[config.mk]
export PLATFORM = sky130hd
export DESIGN_NAME = if_fetch_bridge
export DESIGN_NICKNAME = d
export VERILOG_FILES = /design/src/rtl/if_fetch_bridge_pkg.sv /design/src/rtl/if_fetch_bridge_timeout_cnt.sv /design/src/rtl/if_fetch_bridge.sv
export SDC_FILE = /design/constraint.sdc
export NUM_CORES = 1
export LEC_CHECK = 0
export BUFFER_PORTS_ARGS = -buffer_cell sky130_fd_sc_hd__buf_4
export CAP_MARGIN = 20
export CORE_AREA = 4 4 109 111
export DETAILED_ROUTE_END_ITERATION = 6
export DIE_AREA = 0 0 113 115
export GPL_TIMING_DRIVEN = 0
export PLACE_DENSITY = 0.76
export SLEW_MARGIN = 15
export SYNTH_ARGS = -nofsm -noshare
export SYNTH_HDL_FRONTEND = slang
export SYNTH_SLANG_ARGS = --single-unit
[constraint.sdc]
create_clock -name clk -period 3.35 [get_ports clk]
set_input_delay 0.8375 -clock clk [delete_from_list [all_inputs] [get_ports clk]]
set_output_delay 0.8375 -clock clk [all_outputs]
set_load 0.05 [all_outputs]
[src/rtl/if_fetch_bridge_pkg.sv]
// Shared definitions for the instruction-fetch bridge: bus widths, the
// NOP/zero word, FSM state encoding and a word-alignment helper.
// Optional feature macro used by the bridge: IF_HOLD_CACHE_EN.
package if_fetch_bridge_pkg;

  localparam int INST_ADDR_W = 32;
  localparam int INST_W      = 32;

  localparam logic [INST_W-1:0] ZERO_WORD = '0;

  typedef enum logic [1:0] {
    ST_IDLE = 2'd0,
    ST_REQ  = 2'd1,
    ST_WAIT = 2'd2
  } fetch_state_t;

  // Instruction fetches must be word aligned; only the low two bits matter.
  function automatic logic is_word_aligned(input logic [1:0] addr_lsb);
    return addr_lsb == 2'b00;
  endfunction

endpackage

[src/rtl/if_fetch_bridge_timeout_cnt.sv]
// Saturating WAIT-phase cycle counter for the fetch bridge. 'expired' is
// raised during the LIMIT-th enabled cycle, so the owner can abort on the
// same edge that would otherwise start cycle LIMIT+1.
module if_timeout_cnt #(
  parameter int LIMIT = 255
) (
  input  logic clk,
  input  logic rst_n,
  input  logic clear,
  input  logic enable,
  output logic expired
);

  localparam int            CW   = $clog2(LIMIT + 1);
  localparam logic [CW-1:0] LAST = CW'(LIMIT - 1);
  localparam logic [CW-1:0] MAX  = CW'(LIMIT);

  logic [CW-1:0] cnt_reg;

  // Count enabled cycles, restart on clear, stop at LIMIT.
  always_ff @(posedge clk or negedge rst_n) begin
    if (!rst_n) begin
      cnt_reg <= '0;
    end else if (clear) begin
      cnt_reg <= '0;
    end else if (enable && (cnt_reg != MAX)) begin
      cnt_reg <= cnt_reg + 1'b1;
    end
  end

  assign expired = enable && (cnt_reg == LAST);

endmodule

[src/rtl/if_fetch_bridge.sv]
// Instruction-fetch bridge: turns the core's single-cycle ROM-style fetch
// port into request/grant/rvalid bus reads, holding the last fetched word
// (or an error NOP) in a one-entry buffer that the core hits on.
// Optional feature: IF_HOLD_CACHE_EN keeps the held word valid across
// repeated hits; without it, each hit consumes the entry.
module if_fetch_bridge
  import if_fetch_bridge_pkg::*;
#(
  parameter int TIMEOUT_CYCLES = 255
) (
  input  logic                   clk,
  input  logic                   rst_n,
  input  logic                   rom_ce_i,
  input  logic [INST_ADDR_W-1:0] rom_addr_i,
  output logic [INST_W-1:0]      rom_data_o,
  output logic                   stallreq_from_if_o,
  output logic                   mem_req_o,
  output logic [INST_ADDR_W-1:0] mem_addr_o,
  input  logic                   mem_gnt_i,
  input  logic                   mem_rvalid_i,
  input  logic [INST_W-1:0]      mem_rdata_i,
  input  logic                   mem_err_i,
  output logic                   fetch_err_o
);

`ifdef IF_HOLD_CACHE_EN
  localparam bit HOLD_CACHE = 1'b1;
`else
  localparam bit HOLD_CACHE = 1'b0;
`endif

  fetch_state_t           state_reg;
  fetch_state_t           state_next;
  logic [INST_ADDR_W-1:0] areg_reg;
  logic [INST_W-1:0]      dreg_reg;
  logic                   dvalid_reg;
  logic [INST_ADDR_W-1:0] mem_addr_reg;
  logic                   fetch_err_reg;

  logic hit;
  logic start_fetch;
  logic misaligned_miss;
  logic fetch_done_ok;
  logic fetch_done_bad;
  logic timeout_expired;

  assign hit = rom_ce_i && dvalid_reg && (areg_reg == rom_addr_i);

  // New work is only accepted from IDLE; a misaligned miss is answered
  // locally with an error NOP and never reaches the bus.
  assign start_fetch     = (state_reg == ST_IDLE) && rom_ce_i && !hit &&
                           is_word_aligned(rom_addr_i[1:0]);
  assign misaligned_miss = (state_reg == ST_IDLE) && rom_ce_i && !hit &&
                           !is_word_aligned(rom_addr_i[1:0]);
  assign fetch_done_ok   = (state_reg == ST_WAIT) && mem_rvalid_i && !mem_err_i;
  assign fetch_done_bad  = (state_reg == ST_WAIT) &&
                           ((mem_rvalid_i && mem_err_i) ||
                            (!mem_rvalid_i && timeout_expired));

  assign rom_data_o         = hit ? dreg_reg : ZERO_WORD;
  assign stallreq_from_if_o = rom_ce_i && !hit;
  assign mem_addr_o         = mem_addr_reg;
  assign fetch_err_o        = fetch_err_reg;

  if_timeout_cnt #(
    .LIMIT (TIMEOUT_CYCLES)
  ) u_timeout_cnt (
    .clk     (clk),
    .rst_n   (rst_n),
    .clear   (start_fetch),
    .enable  (state_reg == ST_WAIT),
    .expired (timeout_expired)
  );

  // FSM state register.
  always_ff @(posedge clk or negedge rst_n) begin
    if (!rst_n) begin
      state_reg <= ST_IDLE;
    end else begin
      state_reg <= state_next;
    end
  end

  // FSM next-state logic.
  always_comb begin
    state_next = state_reg;
    case (state_reg)
      ST_IDLE: if (start_fetch) state_next = ST_REQ;
      ST_REQ:  if (mem_gnt_i) state_next = ST_WAIT;
      ST_WAIT: if (mem_rvalid_i || timeout_expired) state_next = ST_IDLE;
      default: state_next = ST_IDLE;
    endcase
  end

  // FSM outputs: the request is held for the whole REQ phase.
  always_comb begin
    mem_req_o = 1'b0;
    if (state_reg == ST_REQ) begin
      mem_req_o = 1'b1;
    end
  end

  // Holding buffer, bus address and error pulse. A completing fetch always
  // lands under the address it was issued for, even if the core has moved on.
  always_ff @(posedge clk or negedge rst_n) begin
    if (!rst_n) begin
      areg_reg      <= '0;
      dreg_reg      <= ZERO_WORD;
      dvalid_reg    <= 1'b0;
      mem_addr_reg  <= '0;
      fetch_err_reg <= 1'b0;
    end else begin
      fetch_err_reg <= misaligned_miss || fetch_done_bad;
      if (start_fetch) begin
        mem_addr_reg <= rom_addr_i;
      end
      if (fetch_done_ok) begin
        dreg_reg   <= mem_rdata_i;
        areg_reg   <= mem_addr_reg;
        dvalid_reg <= 1'b1;
      end else if (fetch_done_bad) begin
        dreg_reg   <= ZERO_WORD;
        areg_reg   <= mem_addr_reg;
        dvalid_reg <= 1'b1;
      end else if (misaligned_miss) begin
        dreg_reg   <= ZERO_WORD;
        areg_reg   <= rom_addr_i;
        dvalid_reg <= 1'b1;
      end else if (!HOLD_CACHE && hit) begin
        dvalid_reg <= 1'b0;
      end
    end
  end

endmodule
==> qor.yml, run 1 <==
status:
  status: "finished, violations left"
  violations: "setup timing"
clocking:
  htreeDepth: 3
  clkSinkCount: 108
  path_clk_slew_ns: 0.10
  cts_tree: "done"
  clock_path_buffers: 2
  cts_hold_buf: 0
  numCtsBuffers: 9
  cts_root_buf: "clkbuf_8"
  clock_latency_ns: 0.38
cells_and_area:
  synthToLayoutAreaGrowth_pct: 40.2
  nets: 697
  drive_above_1_share_pct: 38.7
  fillers: 786
  final_cell_mix: "dfrtp_1 (108), buf_4 (107), nand2_1 (68)"
  layout_commonest_cell: "dfrtp_1"
  multi_input_comb_area_mm2: 0.00249
  antennaDiodeCount: 0
  seqCellArea_mm2: 0.00270
  fin_util_pct: 67.3
route:
  dr.pass1.iters: 4
  wl_mm: 14.3
  wl_per_cell_um: 18.6
  routed-via-count: 4262
  drc: 0
  antenna_left: 0
  drt_iter0_drc: 296
  vias_per_cell: 5.54
power_and_ir_drop:
  total_power_w: 0.00424
  leakagePower_nw: 3.42
  power_density_mw_per_mm2: 583
  ir_drop_v: 0.000326
sta:
  fmax_mhz: 290
  worstMarginPinSlew_ns: 0.981
  final_max_slew_viol_count: 0
  finalSetupViolCount: 31
  rsz0062_at_grt: "true"
  fin_skew_ns: 0.0154
  relSlewSlack_pct: 34.6
  hold_viol_final: 0
  fin_crit_sh_pct: 103
  setup_ws_ns: -0.0977
  min_period_ns: 3.45
synthesis:
  yosys.area_share.adder_pct: 0.483
  syn-cell-area_mm2: 0.00518
  ys_ff_latch: 108
  synth.distinct_cells: 38
  synth.avg_cell_area_um2: 11.1
  synth_top_cell_by_area: "dfrtp_1"
  ys.flop_type: "dfrtp_1"
  synth.top_cell.area_share_pct: 52.2
  synth_sequential_area_ratio_pct: 52.2
  synth-simple-area-share_pct: 17.0
  synth_cells: 468
  syn_nets: 540
  synth.top_cells.by_area: "dfrtp_1 (52%), a32o_1 (6.2%), mux2_4 (5.8%), nand2_1 (4.9%), and2_1 (4.5%)"
  synth-compound-area-share_pct: 12.0
  synth_edf_count: 0
  synthXorXnorAreaFrac_pct: 6.59
  async_flop_share_pct: 100
  synth_mux_area_share_pct: 8.16
  ys_warn_count: 0
  synth_top_family_by_area: "simple AND/OR/NAND/NOR gates"
floorplan:
  die_w_um: 113
  die_y_um: 115
  ios: 137
  core_mm2: 0.0108
  die_area_mm2: 0.0130
  num_rows: 38
  start_util_pct: 48.0
min_path:
  hold_class: "reg -> reg"
place:
  io_buffers: 136
  place_congestion: 0.837
  pre_cts_ws_ns: -0.932
  hpwlAfterDp_mm: 9.93
global_route:
  grt_antenna_before_repair: 0
  grt_max_degree: 109
  grt_pass1_vias: 4495
  grt_use_total_pct: 22.2
  grt_pass1_wl_mm: 22.9
  overflow: 0
setup_path:
  cp.required_ns: 2.51
  crit_path_max_fanout: 7
  worstSetupEndpointType: "primary output"
  crit_path_cell_trace: "buf_4 > xnor2_4 > nand4_1 > or4_4 > nor4_4 > buf_6 > clkbuf_8 > and2_4 > buf_8"
  arrival_ns: 2.61
  start_kind: "input pin"
  path_class: "in -> out"
  cp_slowest_stage_delay_ns: 0.47
  crit_path_top_delay_cell: "or4_4"
flow_run:
  drv_cap: 0
## cells by family (layout without fill, tap and decap cells)
kind of cell               count (synthesis)  in the layout
buffers and inverters                     37            199
muxes                                     31             31
DFF                                      108            108
adders and majority gates                  2              2
xor gates and xnor gates                  39             39
and+or+nand+nor                          177            177
AOI/OAI and AO/OA                         74             74
## where the power goes
| part | switching [W] | internal (W) | leakage, nW | total (W) |
|---|---|---|---|---|
| combinational | 0.000803 | 0.000578 | 1.91 | 0.00138 |
| clock | 0.000459 | 0.000594 | 0.137 | 0.00105 |
| sequential | 0.000235 | 0.00157 | 1.38 | 0.00180 |
| total | 0.00150 | 0.00274 | 3.42 | 0.00424 |
## Yosys cell counts (all sizes together), types with 2 or more instances
library cell and instances:
a21oi 2, a31oi 3, a32o 32, and2 37, and3 3, buf 9, clkbuf 25, dfrtp 108
ha 2, inv 3, mux2 30, nand2 69, nand2b 4, nand3 33, nand4 5, nor2 16
nor4 5, o211ai 30, o21ai 4, or4 2, xnor2 18, xor2 21
## final cells by class
type                            count  share of cell area (%)
Buffer                             32                    2.81
Tap cell                          140                    2.41
Clock inverter                      6                    1.84
Timing Repair Buffer              148                    19.3
Multi-Input combinational cell    323                    34.3
Inverter                            3                   0.155
Clock buffer                       10                    1.90
Sequential cell                   108                    37.2
## final timing paths
path	startpoint	end	slack [ns]	depth (start not counted)
max	rom_addr_i[29]	rom_data_o[14]	-0.1	9
max reg2reg	areg_reg[17]	mem_addr_o[25]	0.49	8
min	dreg_reg[2]	dreg_reg[2]	0.52	1
min in group asynchronous	rst_n	areg_reg[16]	0.60	1
min reg2reg	dreg_reg[2]	dreg_reg[2]	0.52	1
max in group asynchronous	rst_n	u_timeout_cnt.cnt_reg[2]	2.10	1
## worst max-delay path, delay by kind of cell
kind / cells / cell delay, ns
XOR/XNOR: 1 / 0.17
buffers and inverters: 4 / 0.64
AND/OR/NAND/NOR: 4 / 0.96
## per-stage QoR
step | setup TNS, ns | cell area (um2) | cells | hold WS [ns]
floorplan | -0.369 | 5220 | 468 | 0.484
global placement | -32.53 | 6420 | 744 | 0.495
detailed placement | -32.92 | 6420 | 744 | 0.503
CTS | -4.34 | 7130 | 768 | 0.526
global route | -4.78 | 7260 | 770 | 0.537
finish | -2.37 | 7260 | 770 | 0.525
## timing repair
item	4_1_cts	5_1_grt
gates cloned	2	1
buffers inserted	7	3
resized for setup	96	34
endpoints found under the setup margin	33	33
pin swaps	14	11
hold endpoints to repair	0	0
## metal layers
| metal | track usage, % | routed length, um | vias up |
|---|---|---|---|
| met5 | 0 | 0 | - |
| met4 | 8.01 | 371 | 0 |
| met3 | 4.79 | 774 | 27 |
| met2 | 37.0 | 7230 | 131 |
| met1 | 28.8 | 5910 | 2137 |
| li1 | - | - | 1967 |
Note: power is estimated with default switching activity, not from simulation.
==> run 2: changes to the inputs <==
BUFFER_PORTS_ARGS = default   (was -buffer_cell sky130_fd_sc_hd__buf_4)
CORE_AREA = 4 4 101 103   (was 4 4 109 111)
DIE_AREA = 0 0 105 107   (was 0 0 113 115)
DONT_BUFFER_PORTS = 1   (was default)
PLACE_DENSITY = 0.74   (was 0.76)
==> run 2 against run 1 <==
- the run now ends clean
- die area down 14%
- worst setup slack better by 0.13 ns
- clock skew down 0.0043 ns
- non-clock buffer count down 142
- largest power group unchanged
- flip-flop and latch count unchanged
- final cell count down 22%
- routed wire length down 11%
- critical path type unchanged
- largest cell class unchanged
- clock-buffer cell count unchanged
- clock power down 16%
- combinational power down 53%
==> qor.yml, run 2 (synthesized netlist as in run 1, its figures left out) <==
place:
  place_congestion: 0.837  # about the same
  io_buffers: 0  # was 136
  dp.cells: 579  # was 744
  hpwlAfterDp_mm: 9.06  # was 9.93 mm
flow_run:
  drv_cap: 0  # unchanged
setup_path:
  crit_top_cell: "or4_4"
  arrival_ns: 2.48  # was 2.61 ns
  cp.required_ns: 2.51  # about the same
  crit_path_cell_trace: "xnor2_1 > nand4_1 > or4_4 > or4_4 > buf_8 > and2_4"  # was buf_4 > xnor2_4 > nand4_1 > or4_4 > nor4_4 > buf_6 > clkbuf_8 > and2_4 > buf_8
  start_kind: "input pin"  # unchanged
  crit_path_max_fanout: 3  # was 7
  crit_path_top_delay_cell: "or4_4"  # unchanged
  path_class: "in -> out"  # unchanged
  cp_slowest_stage_delay_ns: 0.57  # was 0.47 ns
  worstSetupEndpointType: "primary output"  # unchanged
floorplan:
  num_rows: 35  # was 38
  die_y_um: 107  # was 115 um
  start_util_pct: 56.3  # was 48.0%
  ios: 137  # unchanged
  die_w_um: 105  # was 113 um
  core_mm2: 0.00920  # was 0.0108 mm2
  die_area_mm2: 0.0112  # was 0.0130 mm2
cells_and_area:
  fillers: 732  # was 786
  antennaDiodeCount: 0  # unchanged
  nets: 555  # was 697
  fin_util_pct: 62.5  # was 67.3%
  fin_cells: 599  # was 770
  synthToLayoutAreaGrowth_pct: 10.9  # was 40.2%
  final_cell_mix: "dfrtp_1 (108), nand2_1 (68), and2_4 (33)"  # was dfrtp_1 (108), buf_4 (107), nand2_1 (68)
  layout_commonest_cell: "dfrtp_1"  # unchanged
  drive_above_1_share_pct: 19.7  # was 38.7%
route:
  drc: 0  # unchanged
  wl_per_cell_um: 21.3  # was 18.6 um
  drt_iter0_drc: 290  # was 296
  wl_mm: 12.7  # was 14.3 mm
  vias_per_cell: 6.15  # was 5.54
  routed-via-count: 3682  # was 4,262
  dr.pass1.iters: 4  # unchanged
  antenna_left: 0  # unchanged
clocking:
  htreeDepth: 3  # unchanged
  path_clk_slew_ns: 0.10  # about the same
  clock_path_buffers: 2  # unchanged
  clock_latency_ns: 0.37  # was 0.38 ns
  numCtsBuffers: 9  # unchanged
  cts_root_buf: "clkbuf_8"  # unchanged
  clkSinkCount: 108  # unchanged
  cts_tree: "done"  # unchanged
sta:
  relSlewSlack_pct: 62.1  # was 34.6%
  worstMarginPinSlew_ns: 0.569  # was 0.981 ns
  hold_viol_final: 0  # unchanged
  fin_crit_sh_pct: 99.0  # was 103%
  finalSetupViolCount: 0  # was 31
  final_max_slew_viol_count: 0  # unchanged
  rsz0062_at_grt: "false"  # was true
  min_period_ns: 3.32  # was 3.45 ns
  fin_skew_ns: 0.0112  # was 0.0154 ns
  fmax_mhz: 302  # was 290 MHz
global_route:
  grt_max_degree: 109  # unchanged
  grt_use_total_pct: 23.2  # was 22.2%
  grt_pass1_vias: 3833  # was 4,495
  overflow: 0  # unchanged
  grt_pass1_wl_mm: 20.5  # was 22.9 mm
  grt_antenna_before_repair: 0  # unchanged
power_and_ir_drop:
  power_density_mw_per_mm2: 647  # was 583 mW/mm2
  swShare_pct: 36.7  # was 35.3%
  ir_drop_v: 0.000452  # was 0.000326 V
  switchingPower_w: 0.00137  # was 0.00150 W
  seqPwrFrac_pct: 58.8  # was 42.5%
  leakagePower_nw: 2.58  # was 3.42 nW
  power_frac_comb_pct: 17.5  # was 32.6%
  p_clk_share_pct: 23.7  # was 24.9%
  p_int_w: 0.00235  # was 0.00274 W
min_path:
  hold_class: "in -> async"  # was reg -> reg
status:
  status: "completed"  # was finished, violations left
[run 2: cell count changes in the layout (fill, tap and decap cells not counted), sizes merged]
cell | previous run | this run
clkinvlp | 0 | 1
buf | 156 | 17
bufinv | 4 | 2
clkbuf | 34 | 31
clkinv | 1 | 2
[run 2: power groups by stage]
stage / Combinational, W / Sequential (W) / Clock (W)
2_1_floorplan: 0.000525 / 0.00214 / 0
3_3_place_gp: 0.000612 / 0.00219 / 0
3_5_place_dp: 0.000636 / 0.00220 / 0
4_1_cts: 0.000648 / 0.00218 / 0.000908
5_1_grt: 0.000724 / 0.00222 / 0.000966
6_report: 0.000652 / 0.00218 / 0.000882
[run 2: timing repair]
action | CTS | global route
pin swaps | 17 | 8
endpoints found under the setup margin | 33 | 33
hold buffers | 0 | 0
setup buffers | 5 | 0
cloned | 0 | 0
gates resized for setup | 45 | 14
hold endpoints to repair | 0 | 0
[run 2: worst paths after layout]
path	start	end	slack, ns	depth (start not counted)
max	rom_addr_i[4]	stallreq_from_if_o	0.03	6
min	rst_n	areg_reg[5]	0.15	0
max reg2reg	areg_reg[4]	mem_addr_o[30]	0.44	9
min reg2reg	dreg_reg[17]	dreg_reg[17]	0.53	1
max in group asynchronous	rst_n	u_timeout_cnt.cnt_reg[7]	3.02	0
min in group clk	dreg_reg[17]	dreg_reg[17]	0.53	1
[run 2: through the flow]
stage	hold WS (ns)	cell area, um2	setup slack (ns)	power (W)	TNS (ns)
4_1_cts	0.125	5710	-0.0396	0.00374	-1.01
3_3_place_gp	0.493	5360	-0.629	0.00280	-19.19
6_report	0.146	5750	0.0339	0.00372	0
2_1_floorplan	0.484	5220	-0.0144	0.00266	-0.369
3_5_place_dp	0.502	5360	-0.666	0.00284	-20.61
5_1_grt	0.119	5750	0.00255	0.00391	0
[run 2: final cells by class]
cell class,instances,area [um2],share of cell area [%]
flip-flops and latches,108,2700,47.0
multi-input cells,323,2420,42.0
plain buffers,33,213,3.70
well taps,111,139,2.42
clock buffers,10,138,2.39
clock inverters,6,86.3,1.50
repair buffers,5,41.3,0.718
inverters,3,11.3,0.196
[run 2: layer usage]
layer,GRT usage (%),share of wire [%],up-vias
met2,35.6,47,132
met3,5.90,7.0,20
met1,32.4,44,1835
met4,7.31,2.0,0
met5,0,0,-
li1,-,-,1695
[run 2: critical path: cells and delay by family]
family | cells | cell delay [ns]
xor+xnor | 1 | 0.16
simple gates | 4 | 1.34
buf+inv | 1 | 0.14
==> run 3: changes to the inputs <==
ABC_AREA = 1   (was default)
CORE_AREA = 4 4 105 107   (was 4 4 101 103)
DIE_AREA = 0 0 109 111   (was 0 0 105 107)
PLACE_DENSITY = 0.76   (was 0.74)
==> run 3 against run 2 <==
- routed wire length up 27%
- worst setup slack better by 0.0024 ns
- maximum frequency about the same
- via count up 45%
- combinational power up 25%
- synthesized area up 12%
- final area up 17%
- critical path type unchanged
==> qor.yml, run 3 <==
status:
  status: "completed"  # unchanged
synthesis:
  synth.avg_cell_area_um2: 7.20  # was 11.1 um2
  ys.flop_type: "dfrtp_1"  # unchanged
  syn-cell-area_mm2: 0.00580  # was 0.00518 mm2
  synth.distinct_cells: 28  # was 38
  synth_commonest_cells: "nand2_1 (260), inv_1 (116), dfrtp_1 (108), nand3_1 (81), nor2_1 (58)"  # was dfrtp_1 (108), nand2_1 (68), and2_1 (37), a32o_1 (32), nand3_1 (32)
  ys_ff_latch: 108  # unchanged
  synth-simple-area-share_pct: 32.3  # was 17.0%
  yosys.area_share.adder_pct: 0.431  # was 0.483%
  ys_warn_count: 0  # unchanged
  post-synth-top-count-cell: "nand2_1"  # was dfrtp_1
  syn_nets: 878  # was 540
  synth_top_family_by_area: "simple AND/OR/NAND/NOR gates"  # unchanged
  synth-compound-area-share_pct: 6.71  # was 12.0%
  synth_top_cell_by_area: "dfrtp_1"  # unchanged
  synth_mux_area_share_pct: 0  # was 8.16%
  synth_sequential_area_ratio_pct: 46.6  # was 52.2%
  synth_cells: 806  # was 468
  synthXorXnorAreaFrac_pct: 1.96  # was 6.59%
  synth_edf_count: 0  # unchanged
  synth.top_cell.area_share_pct: 46.6  # was 52.2%
  synth.top_cells.by_area: "dfrtp_1 (47%), nand2_1 (17%), inv_1 (7.5%), nand3_1 (7.0%), nor2_1 (3.8%)"  # was dfrtp_1 (52%), a32o_1 (6.2%), mux2_4 (5.8%), nand2_1 (4.9%), and2_1 (4.5%)
  async_flop_share_pct: 100  # unchanged
place:
  place_congestion: 0.943  # was 0.837
  io_buffers: 0  # unchanged
  place_area_mm2: 0.00614  # was 0.00536 mm2
  hpwlAfterDp_mm: 11.5  # was 9.06 mm
route:
  routed-via-count: 5337  # was 3,682
  antenna_left: 0  # unchanged
  vias_per_cell: 5.56  # was 6.15
  wl_per_cell_um: 16.8  # was 21.3 um
  drt_iter0_drc: 406  # was 290
  drc: 0  # unchanged
  wl_mm: 16.1  # was 12.7 mm
  dr.pass1.iters: 5  # was 4
flow_run:
  drv_cap: 0  # unchanged
setup_path:
  worstSetupEndpointType: "primary output"  # unchanged
  crit_path_max_fanout: 10  # was 3
  arrival_ns: 2.48  # about the same
  cp.required_ns: 2.51  # about the same
  start_kind: "input pin"  # unchanged
  path_class: "in -> out"  # unchanged
floorplan:
  die_area_mm2: 0.0121  # was 0.0112 mm2
  start_util_pct: 57.2  # was 56.3%
  ios: 137  # unchanged
  die_y_um: 111  # was 107 um
  core_mm2: 0.0101  # was 0.00920 mm2
  num_rows: 37  # was 35
  die_w_um: 109  # was 105 um
global_route:
  grt_pass1_vias: 5441  # was 3,833
  grt_antenna_before_repair: 0  # unchanged
  grt_pass1_wl_mm: 26.7  # was 20.5 mm
  grt_max_degree: 109  # unchanged
  grt_use_total_pct: 28.0  # was 23.2%
  overflow: 0  # unchanged
power_and_ir_drop:
  power_density_mw_per_mm2: 559  # was 647 mW/mm2
  total_power_w: 0.00375  # was 0.00372 W
  leakagePower_nw: 3.89  # was 2.58 nW
  ir_drop_v: 0.000268  # was 0.000452 V
sta:
  final_max_slew_viol_count: 0  # unchanged
  fin_skew_ns: 0.00535  # was 0.0112 ns
  finalSetupViolCount: 0  # unchanged
  relSlewSlack_pct: 30.0  # was 62.1%
  fin_crit_sh_pct: 98.9  # was 99.0%
  worstMarginPinSlew_ns: 1.05  # was 0.569 ns
  hold_viol_final: 0  # unchanged
  rsz0062_at_grt: "true"  # was false
  fmax_mhz: 302  # about the same
  min_period_ns: 3.31  # was 3.32 ns
cells_and_area:
  fillers: 850  # was 732
  seqCellArea_mm2: 0.00270  # unchanged
  antennaDiodeCount: 0  # unchanged
  final_cell_mix: "nand2_1 (259), inv_1 (116), dfrtp_1 (108)"  # was dfrtp_1 (108), nand2_1 (68), and2_4 (33)
  fin_util_pct: 66.1  # was 62.5%
  nets: 892  # was 555
  final_area_mm2: 0.00671  # was 0.00575 mm2
  drive_above_1_share_pct: 11.4  # was 19.7%
  multi_input_comb_area_mm2: 0.00282  # was 0.00242 mm2
  layout_commonest_cell: "nand2_1"  # was dfrtp_1
  synthToLayoutAreaGrowth_pct: 15.6  # was 10.9%
clocking:
  clock_path_buffers: 2  # unchanged
  numCtsBuffers: 9  # unchanged
  htreeDepth: 3  # unchanged
  clock_latency_ns: 0.38  # was 0.37 ns
  cts_tree: "done"  # unchanged
  cts_root_buf: "clkbuf_8"  # unchanged
  path_clk_slew_ns: 0.10  # about the same
  clkSinkCount: 108  # unchanged
min_path:
  hold_class: "in -> async"  # unchanged
run 3: cell types whose count changed after synthesis, moves of 16 or more:
cell	before	now
nand2_1	68	260
inv_1	3	116
nand3_1	32	81
nor2_1	16	58
and2_1	37	0
nor3_1	1	35
a32o_1	32	0
o21ai_0	4	36
a21oi_1	2	33
o211ai_1	30	1
mux2_4	20	0
xor2_1	21	5
run 3: cell type report:
| type | count | area share [%] |
|---|---|---|
| clock buffers | 11 | 2.11 |
| plain buffers | 40 | 4.93 |
| clock inverters | 4 | 0.746 |
| well taps | 136 | 2.54 |
| flip-flops and latches | 108 | 40.3 |
| inverters | 120 | 6.72 |
| repair buffers | 3 | 0.616 |
| multi-input cells | 538 | 42.0 |
run 3: worst paths after layout:
| path | start | end | slack, ns | cells after the start |
|---|---|---|---|---|
| max | rom_addr_i[28] | rom_data_o[28] | 0.04 | 9 |
| min | rst_n | mem_addr_o[20] | 0.13 | 0 |
| max reg2reg | areg_reg[6] | mem_addr_o[3] | 1.19 | 9 |
| min reg2reg | dreg_reg[31] | dreg_reg[31] | 0.50 | 2 |
| max in group asynchronous | rst_n | dreg_reg[25] | 3.03 | 0 |
| min in group clk | dreg_reg[31] | dreg_reg[31] | 0.50 | 2 |
run 3: critical path: stages:
cell     delay, ns
inv_1         0.06
nand2_1       0.07
nand2_2       0.09
nand3_2       0.10
nor4_4        0.33
nand3_2       0.13
buf_12        0.17
buf_12        0.15
nor3_4        0.53
run 3: per-stage QoR:
stage / setup slack [ns] / std cells / TNS [ns] / hold WS, ns
after floorplan: -0.252 / 806 / -7.64 / 0.469
final: 0.0363 / 960 / 0 / 0.133
after global placement: -0.807 / 942 / -23.88 / 0.482
after global routing: -0.00482 / 960 / -0.00869 / 0.112
after CTS: 0.0102 / 960 / 0 / 0.123
after detailed placement: -0.517 / 942 / -14.90 / 0.486
run 3: timing repair:
item / CTS / global route
cloned: 1 / 0
gates resized for setup: 61 / 8
hold buffers: 0 / 0
pin swaps: 6 / 5
setup endpoints to repair: 32 / 32
buffers inserted: 2 / 0
run 3: report_power, final:
part	internal [W]	switching, W	total [W]
clock network	0.000361	0.000452	0.000814
logic	0.000304	0.000512	0.000815
registers	0.00155	0.000570	0.00212
total	0.00221	0.00153	0.00375
run 3: layer usage:
layer | routed length (um) | vias to the layer above | GRT usage (%)
li1 | - | 2536 | -
met5 | 0 | - | 0
met2 | 7940 | 248 | 44.8
met3 | 1530 | 41 | 8.04
met1 | 6170 | 2512 | 35.6
met4 | 488 | 0 | 11.2
run 3: cells by family (layout without fill, tap and decap cells):
| group | Yosys count | in the layout |
|---|---|---|
| adder cells (fa/ha/maj) | 2 | 2 |
| buffers and inverters | 160 | 178 |
| flip-flops | 108 | 108 |
| XOR/XNOR | 13 | 13 |
| AND/OR/NAND/NOR | 448 | 448 |
| AO/OA/AOI/OAI | 75 | 75 |
